==> src/rtl/load_store_unit_if.sv <==
// Core-side request/response and memory-side port of the load/store unit.
// slave is the LSU's own view; master is the surrounding core plus memory.
interface load_store_unit_if;
    logic        req_i;
    logic        we_i;
    logic [2:0]  funct3_i;
    logic [31:0] addr_i;
    logic [31:0] wdata_i;
    logic        busy_o;
    logic        done_o;
    logic        err_o;
    logic [31:0] rdata_o;
    logic        mem_req_o;
    logic        mem_we_o;
    logic [31:0] mem_addr_o;
    logic [3:0]  mem_be_o;
    logic [31:0] mem_wdata_o;
    logic        mem_ack_i;
    logic [31:0] mem_rdata_i;

    modport slave (
        input  req_i, we_i, funct3_i, addr_i, wdata_i, mem_ack_i, mem_rdata_i,
        output busy_o, done_o, err_o, rdata_o,
        output mem_req_o, mem_we_o, mem_addr_o, mem_be_o, mem_wdata_o
    );

    modport master (
        output req_i, we_i, funct3_i, addr_i, wdata_i, mem_ack_i, mem_rdata_i,
        input  busy_o, done_o, err_o, rdata_o,
        input  mem_req_o, mem_we_o, mem_addr_o, mem_be_o, mem_wdata_o
    );
endinterface

==> src/rtl/load_store_unit.sv <==
// Data-memory access stage: one load or store per request over a req/ack port,
// with byte-lane steering, load extension, alignment/size checks and timeout.
module load_store_unit #(
    parameter int unsigned TIMEOUT_CYCLES = 16
) (
    input  logic               clk_i,
    input  logic               rst_i,
    load_store_unit_if.slave   bus
);
    typedef enum logic [1:0] {IDLE, ACCESS, DONE} state_e;

    localparam logic [7:0] TO_LAST = 8'(TIMEOUT_CYCLES - 1);

    state_e      state_q, state_d;
    logic [7:0]  cnt_q, cnt_d;
    logic        we_q, we_d;
    logic [2:0]  f3_q, f3_d;
    logic [1:0]  off_q, off_d;
    logic [31:0] addr_q, addr_d;
    logic [3:0]  be_q, be_d;
    logic [31:0] wdata_q, wdata_d;
    logic [31:0] rdata_q, rdata_d;
    logic        err_q, err_d;

    logic        illegal, misaligned;
    logic [3:0]  be_req;
    logic [31:0] wdata_req;
    logic [7:0]  ld_byte;
    logic [15:0] ld_half;
    logic [31:0] ld_fmt;

    // Request decode, evaluated combinationally on the IDLE-cycle inputs.
    always_comb begin
        if (bus.we_i)
            illegal = (bus.funct3_i > 3'b010);
        else
            illegal = (bus.funct3_i == 3'b011) || (bus.funct3_i[2:1] == 2'b11);
        misaligned = ((bus.funct3_i[1:0] == 2'b01) && bus.addr_i[0]) ||
                     ((bus.funct3_i[1:0] == 2'b10) && (bus.addr_i[1:0] != 2'b00));
        case (bus.funct3_i[1:0])
            2'b00: begin
                be_req    = 4'b0001 << bus.addr_i[1:0];
                wdata_req = {4{bus.wdata_i[7:0]}};
            end
            2'b01: begin
                be_req    = bus.addr_i[1] ? 4'b1100 : 4'b0011;
                wdata_req = {2{bus.wdata_i[15:0]}};
            end
            default: begin
                be_req    = 4'b1111;
                wdata_req = bus.wdata_i;
            end
        endcase
    end

    // Load lane select and extension from the latched size/offset.
    always_comb begin
        ld_byte = 8'(bus.mem_rdata_i >> {off_q, 3'b000});
        ld_half = off_q[1] ? bus.mem_rdata_i[31:16] : bus.mem_rdata_i[15:0];
        case (f3_q)
            3'b000:  ld_fmt = {{24{ld_byte[7]}}, ld_byte};
            3'b001:  ld_fmt = {{16{ld_half[15]}}, ld_half};
            3'b100:  ld_fmt = {24'h0, ld_byte};
            3'b101:  ld_fmt = {16'h0, ld_half};
            default: ld_fmt = bus.mem_rdata_i;
        endcase
    end

    always_comb begin
        state_d = state_q;
        cnt_d   = cnt_q;
        we_d    = we_q;
        f3_d    = f3_q;
        off_d   = off_q;
        addr_d  = addr_q;
        be_d    = be_q;
        wdata_d = wdata_q;
        rdata_d = rdata_q;
        err_d   = err_q;
        case (state_q)
            IDLE: begin
                cnt_d = '0;
                if (bus.req_i) begin
                    if (illegal || misaligned) begin
                        state_d = DONE;
                        err_d   = 1'b1;
                        rdata_d = '0;
                    end else begin
                        state_d = ACCESS;
                        err_d   = 1'b0;
                        we_d    = bus.we_i;
                        f3_d    = bus.funct3_i;
                        off_d   = bus.addr_i[1:0];
                        addr_d  = {bus.addr_i[31:2], 2'b00};
                        be_d    = be_req;
                        wdata_d = wdata_req;
                    end
                end
            end
            ACCESS: begin
                // Acknowledge takes priority over an expiring counter.
                if (bus.mem_ack_i) begin
                    if (!we_q)
                        rdata_d = ld_fmt;
                    err_d   = 1'b0;
                    state_d = DONE;
                end else if (cnt_q == TO_LAST) begin
                    err_d   = 1'b1;
                    rdata_d = '0;
                    state_d = DONE;
                end else begin
                    cnt_d = cnt_q + 8'd1;
                end
            end
            DONE:    state_d = IDLE;
            default: state_d = IDLE;
        endcase
    end

    always_ff @(posedge clk_i) begin
        if (rst_i) begin
            state_q <= IDLE;
            cnt_q   <= '0;
            we_q    <= 1'b0;
            f3_q    <= '0;
            off_q   <= '0;
            addr_q  <= '0;
            be_q    <= '0;
            wdata_q <= '0;
            rdata_q <= '0;
            err_q   <= 1'b0;
        end else begin
            state_q <= state_d;
            cnt_q   <= cnt_d;
            we_q    <= we_d;
            f3_q    <= f3_d;
            off_q   <= off_d;
            addr_q  <= addr_d;
            be_q    <= be_d;
            wdata_q <= wdata_d;
            rdata_q <= rdata_d;
            err_q   <= err_d;
        end
    end

    assign bus.busy_o      = (state_q != IDLE);
    assign bus.done_o      = (state_q == DONE);
    assign bus.err_o       = err_q && (state_q == DONE);
    assign bus.rdata_o     = rdata_q;
    assign bus.mem_req_o   = (state_q == ACCESS);
    assign bus.mem_we_o    = we_q && (state_q == ACCESS);
    assign bus.mem_addr_o  = addr_q;
    assign bus.mem_be_o    = be_q;
    assign bus.mem_wdata_o = wdata_q;
endmodule

==> src/flat_wrapper.sv <==
// flat-port wrapper written by rule: the top's interface ports become plain ports
module load_store_unit_flat 
#(
    parameter int unsigned TIMEOUT_CYCLES = 16
)
  (clk_i, rst_i, bus_req_i, bus_we_i, bus_funct3_i, bus_addr_i, bus_wdata_i, bus_mem_ack_i, bus_mem_rdata_i, bus_busy_o, bus_done_o, bus_err_o, bus_rdata_o, bus_mem_req_o, bus_mem_we_o, bus_mem_addr_o, bus_mem_be_o, bus_mem_wdata_o);
  load_store_unit_if bus_i ();
  input  logic clk_i;
  input  logic rst_i;
  input wire logic [$bits(bus_i.req_i)-1:0] bus_req_i;
  input wire logic [$bits(bus_i.we_i)-1:0] bus_we_i;
  input wire logic [$bits(bus_i.funct3_i)-1:0] bus_funct3_i;
  input wire logic [$bits(bus_i.addr_i)-1:0] bus_addr_i;
  input wire logic [$bits(bus_i.wdata_i)-1:0] bus_wdata_i;
  input wire logic [$bits(bus_i.mem_ack_i)-1:0] bus_mem_ack_i;
  input wire logic [$bits(bus_i.mem_rdata_i)-1:0] bus_mem_rdata_i;
  output wire logic [$bits(bus_i.busy_o)-1:0] bus_busy_o;
  output wire logic [$bits(bus_i.done_o)-1:0] bus_done_o;
  output wire logic [$bits(bus_i.err_o)-1:0] bus_err_o;
  output wire logic [$bits(bus_i.rdata_o)-1:0] bus_rdata_o;
  output wire logic [$bits(bus_i.mem_req_o)-1:0] bus_mem_req_o;
  output wire logic [$bits(bus_i.mem_we_o)-1:0] bus_mem_we_o;
  output wire logic [$bits(bus_i.mem_addr_o)-1:0] bus_mem_addr_o;
  output wire logic [$bits(bus_i.mem_be_o)-1:0] bus_mem_be_o;
  output wire logic [$bits(bus_i.mem_wdata_o)-1:0] bus_mem_wdata_o;
  assign bus_i.req_i = bus_req_i;
  assign bus_i.we_i = bus_we_i;
  assign bus_i.funct3_i = bus_funct3_i;
  assign bus_i.addr_i = bus_addr_i;
  assign bus_i.wdata_i = bus_wdata_i;
  assign bus_i.mem_ack_i = bus_mem_ack_i;
  assign bus_i.mem_rdata_i = bus_mem_rdata_i;
  assign bus_busy_o = bus_i.busy_o;
  assign bus_done_o = bus_i.done_o;
  assign bus_err_o = bus_i.err_o;
  assign bus_rdata_o = bus_i.rdata_o;
  assign bus_mem_req_o = bus_i.mem_req_o;
  assign bus_mem_we_o = bus_i.mem_we_o;
  assign bus_mem_addr_o = bus_i.mem_addr_o;
  assign bus_mem_be_o = bus_i.mem_be_o;
  assign bus_mem_wdata_o = bus_i.mem_wdata_o;
  load_store_unit #(.TIMEOUT_CYCLES(TIMEOUT_CYCLES)) u_core (.clk_i(clk_i), .rst_i(rst_i), .bus(bus_i));
endmodule
==> config.mk <==
export PLATFORM = sky130hd
export DESIGN_NAME = load_store_unit_flat
export DESIGN_NICKNAME = d
export VERILOG_FILES = /design/src/rtl/load_store_unit_if.sv /design/src/rtl/load_store_unit.sv /design/src/flat_wrapper.sv
export SDC_FILE = /design/constraint.sdc
export NUM_CORES = 1
export LEC_CHECK = 0
export ABC_CLOCK_PERIOD_IN_PS = 1750
export CAP_MARGIN = 10
export CORE_MARGIN = 10
export CORE_UTILIZATION = 40
export DETAILED_ROUTE_END_ITERATION = 7
export PLACE_DENSITY_LB_ADDON = 0.2
export SETUP_SLACK_MARGIN = 0.05
export SLEW_MARGIN = 20
export SYNTH_ARGS = -nofsm -noshare
export SYNTH_HDL_FRONTEND = slang
export SYNTH_SLANG_ARGS = --single-unit
==> constraint.sdc <==
create_clock -name clk_i -period 1.75 [get_ports clk_i]
set_input_delay 0.35 -clock clk_i [delete_from_list [all_inputs] [get_ports clk_i]]
set_output_delay 0.35 -clock clk_i [all_outputs]
set_load 0.005 [all_outputs]
==> impl.org <==
** Run status
- Run status :: complete, but fails checks
- Violated checks :: setup timing

** Logic synthesis
- Asr flop ratio synth :: 0%
- In the synthesized netlist, the number of instances is 610.
- Main synth FF type :: dfxtp_1
- The netlist uses 51 different library cells.
- Dividing the synthesized area by the synthesized cell count gives 8.69 µm².
- Number of flops mapped to enable cells by yosys :: 0
- Yosys synthesis warning count :: 0
- Sequential elements use 43.4% of the synthesized area.
- Summed instance area of the synthesized netlist :: 5300 µm²
- The synthesized design contains 115 register bits.

** Drt
- The count of nets left with antenna violations once routing finished came out at 0.
- Mean number of vias per cell :: 5.31
- Detailed-route via count :: 5537
- In the final routed layout, each cell accounts on average for 18.5 µm.
- Wires add up to 19.2 mm.
- DRC violations left :: 0
- Detailed Routing Iterations Pass 1 :: 5
- The detailed router finished its first iteration with 467 violations.

** Setup path
- The setup path with the least slack is of type flop to flop.
- Along the worst path, the maximum fanout reaches 8.
- STA classifies the critical path endpoint as a flop.
- The worst register-to-register path has a setup slack of -140 ps.
- Slowest cell delay on critical path :: 400 ps
- Data on the critical path arrives at its endpoint at 2180 ps.
- CP max stage cell :: a211o_4
- STA puts the critical path data required time at 2040 ps.
- Most frequent CP cell :: buf_12
- The worst setup path is launched from a flop.
- Walking the worst path, the cells encountered are ha_4, nand4b_1, o41a_1, a211o_4, buf_12, buf_12, mux2i_1.

** STA
- Slew headroom :: 66.6%
- Setup violations remaining at the end of the flow were counted as 32.
- The hold violation count in the final report was 0.
- Shortest clock period the worst path allows after layout :: 1890 ps
- Setup repair after global routing could not meet its margin everywhere.
- PnR worst setup slack :: -139 ps
- Hold is met by 270 ps.
- Based on the critical path, the design can be clocked at up to 529 MHz.
- Period utilization :: 108%
- Final slew viol count :: 0
- Clock tree skew after final layout :: 7.75 ps
- Worst Max-Slew Pin Slew :: 488 ps

** CTS
- No sink is reached through more buffers than the 2 on the longest clock path.
- Post-CTS clock slew at the launch and capture registers of the worst setup and hold paths :: 50 ps
- In this run, CTS created clock tree buffers numbering 17.
- Later-pin clock latency in the skew report :: 410 ps
- Buffers inserted to repair hold after CTS numbered 0.
- The H-tree generated during clock tree synthesis spans 4 levels.
- TritonCTS clock tree :: built
- The clock net in this run drives a total of 115 sinks.
- CTS Root Cell :: clkbuf_16

** Power and ir drop
- IR analysis of the VDD net gives a maximum drop of 0.000512 V.
- In this run the static leakage power is 3.30 nW.
- Power density normalized to cell area :: 854 nW/µm²

** Finish
- Final cell count without fillers :: 1042
- In the final design database the tool counted 963 nets.
- Post-Route Utilization :: 68.3%
- The repair_antennas step left the layout with diodes totalling 0.
- Relative to the synthesized area, the layout overhead comes to 64.6%.
- Cells with a size suffix above 1 make up 15.3% of the layout.

** Flow run
- Across the run, the number of max-cap violations was 0.

** GRT
- Antenna violations before repair :: 0
- Global routing consumed, over all layers together, 19.8% of the routing resources.
- Total global routing overflow :: 0
- Wire length of the first global-routing pass :: 28.9 mm
- Entering global routing, the biggest net connects 50 pins.
- The via count of the first global-routing pass is 5559.

** Die
- The floorplan step set the die width to 135 µm.
- Measured along the y axis, the die boundary spans 135 µm.
- Initial core utilization :: 41.5%
- The die covers 18300 µm².
- 209 I/O pins were placed.
- In this run the core area contains 41 standard-cell rows.
- The core region is 12800 µm².

** Placed design
- The HPWL after detailed placement is 13.7 mm.
- Count of input and output buffers :: 206
- The number of placed instances, taps included, is 996.
- The congestion estimate from routability-driven global placement came to 0.884.

** Worst hold path
- The min-delay analysis places its worst path in the category primary input to flop.
==> cell type report <==
| cell class | count | area, µm² |
|---|---|---|
| fill | 990 | 4050 |
| multi-input combinational | 436 | 2820 |
| timing repair buffer | 278 | 2760 |
| sequential | 115 | 2310 |
| clock buffer | 20 | 467 |
| tap | 172 | 215 |
| clock inverter | 11 | 110 |
| inverter | 10 | 37.5 |
==> synthesized netlist by cell type (2+ instances only) <==
cell       count  share of area (%)
nand2b_1      35                4.1
buf_1          2               0.14
nor3_1         4               0.38
and2_1         2               0.24
buf_12         3                1.1
o221ai_1      16                2.6
buf_4          2               0.28
buf_2         15                1.4
clkbuf_1      27                1.9
o211a_1        2               0.38
o32ai_1        2               0.33
a211oi_1      13                1.8
dfxtp_1      115                 43
or3_1          3               0.35
xnor2_1        3               0.50
nand4b_1       2               0.33
a311oi_1      10                1.7
o21ai_0       18                1.7
inv_1          9               0.64
nor2_1        24                1.7
a2111oi_0      4               0.66
buf_6          2               0.42
nor2b_1        4               0.47
nand2_1      120                8.5
o211ai_1      25                3.5
a21oi_1       65                6.1
mux2i_1       59                 11
==> routing by layer <==
metal	vias up	wire (µm)	GRT usage (%)
met5	-	0	0
met4	0	234	5.92
met3	23	1920	9.09
met2	246	9160	32.7
met1	2606	7910	22.3
li1	2662	-	-
==> what timing repair did <==
item / CTS / global route
pin swaps: 6 / 6
setup endpoints to repair: 104 / 100
gates resized for setup: 30 / 23
gates cloned: 5 / 3
setup buffers: 6 / 4
==> critical path, delay by kind of cell, from the launching register on <==
family / cells / cell delay, ps
AO/OA/AOI/OAI: 2 / 780
flip-flops: 1 / 350
buffers and inverters: 2 / 290
adder cells (fa/ha/maj): 1 / 130
AND/OR/NAND/NOR: 1 / 110
multiplexers: 1 / 110
==> metrics by stage <==
stage | power, mW | setup WS, ps | TNS [ps] | instance area (µm²)
3_5_place_dp | 4.00 | -583 | -52090 | 7820
5_1_grt | 7.70 | -180 | -3370 | 8720
4_1_cts | 7.48 | -134 | -3060 | 8650
3_3_place_gp | 3.97 | -542 | -46590 | 7820
2_1_floorplan | 3.35 | -67.5 | -1990 | 5320
6_report | 7.45 | -139 | -2280 | 8720
==> cell usage in the layout, fill, tap and decap left out, drive strengths merged, types with 3 or more instances in the layout <==
master         instances
nand2b                35
a21oi                 65
nor2b                  4
nor3                   4
xnor2                  3
o211ai                25
mux2i                 59
nand2                120
dfxtp                115
or3                    3
o21ai                 18
buf                   68
clkinv                 8
clkdlybuf4s50        192
dlygate4sd2            5
clkbuf                27
o221ai                17
o211a                  3
a311oi                10
a211oi                13
nor2                  24
inv                    9
a2111oi                4
dlymetal6s2s           4
==> final timing paths <==
kind	startpoint	to	cells past startpoint
setup reg to reg	u_core.cnt_q[1]$_SDFFE_PP0P_	u_core.bus.rdata_o[24]$_SDFFE_PP0P_	7
hold reg to reg	u_core.bus.mem_addr_o[9]$_SDFFE_PP0P_	u_core.bus.mem_addr_o[9]$_SDFFE_PP0P_	2
setup / recovery	u_core.cnt_q[1]$_SDFFE_PP0P_	u_core.bus.rdata_o[24]$_SDFFE_PP0P_	7
hold / removal	rst_i	u_core.cnt_q[4]$_SDFFE_PP0P_	3
==> state kept, by name, indices dropped and copies added (netlist names) <==
register and count:
u_core.bus.mem_addr_o 30, u_core.bus.rdata_o 32, u_core.cnt_q 8, u_core.bus.mem_be_o 4, u_core.state_q 2, u_core.err_q 1
u_core.we_q 1, u_core.bus.mem_wdata_o 32, u_core.off_q 2, u_core.f3_q 3
==> kinds of logic after synthesis <==
kind of cell | synth area share, %
simple gates | 17.5
flops | 43.4
xor+xnor | 0.496
buf+inv | 6.02
fa+ha+maj | 0.236
other cells | 0.0708
compound gates | 21.1
mux | 11.1
==> power breakdown <==
part           internal (mW)  total, mW  switching (mW)
Clock                   2.18       3.36            1.18
Sequential              2.72       2.78          0.0578
Combinational          0.732       1.31           0.580
Note: power is estimated with default switching activity, not from simulation.
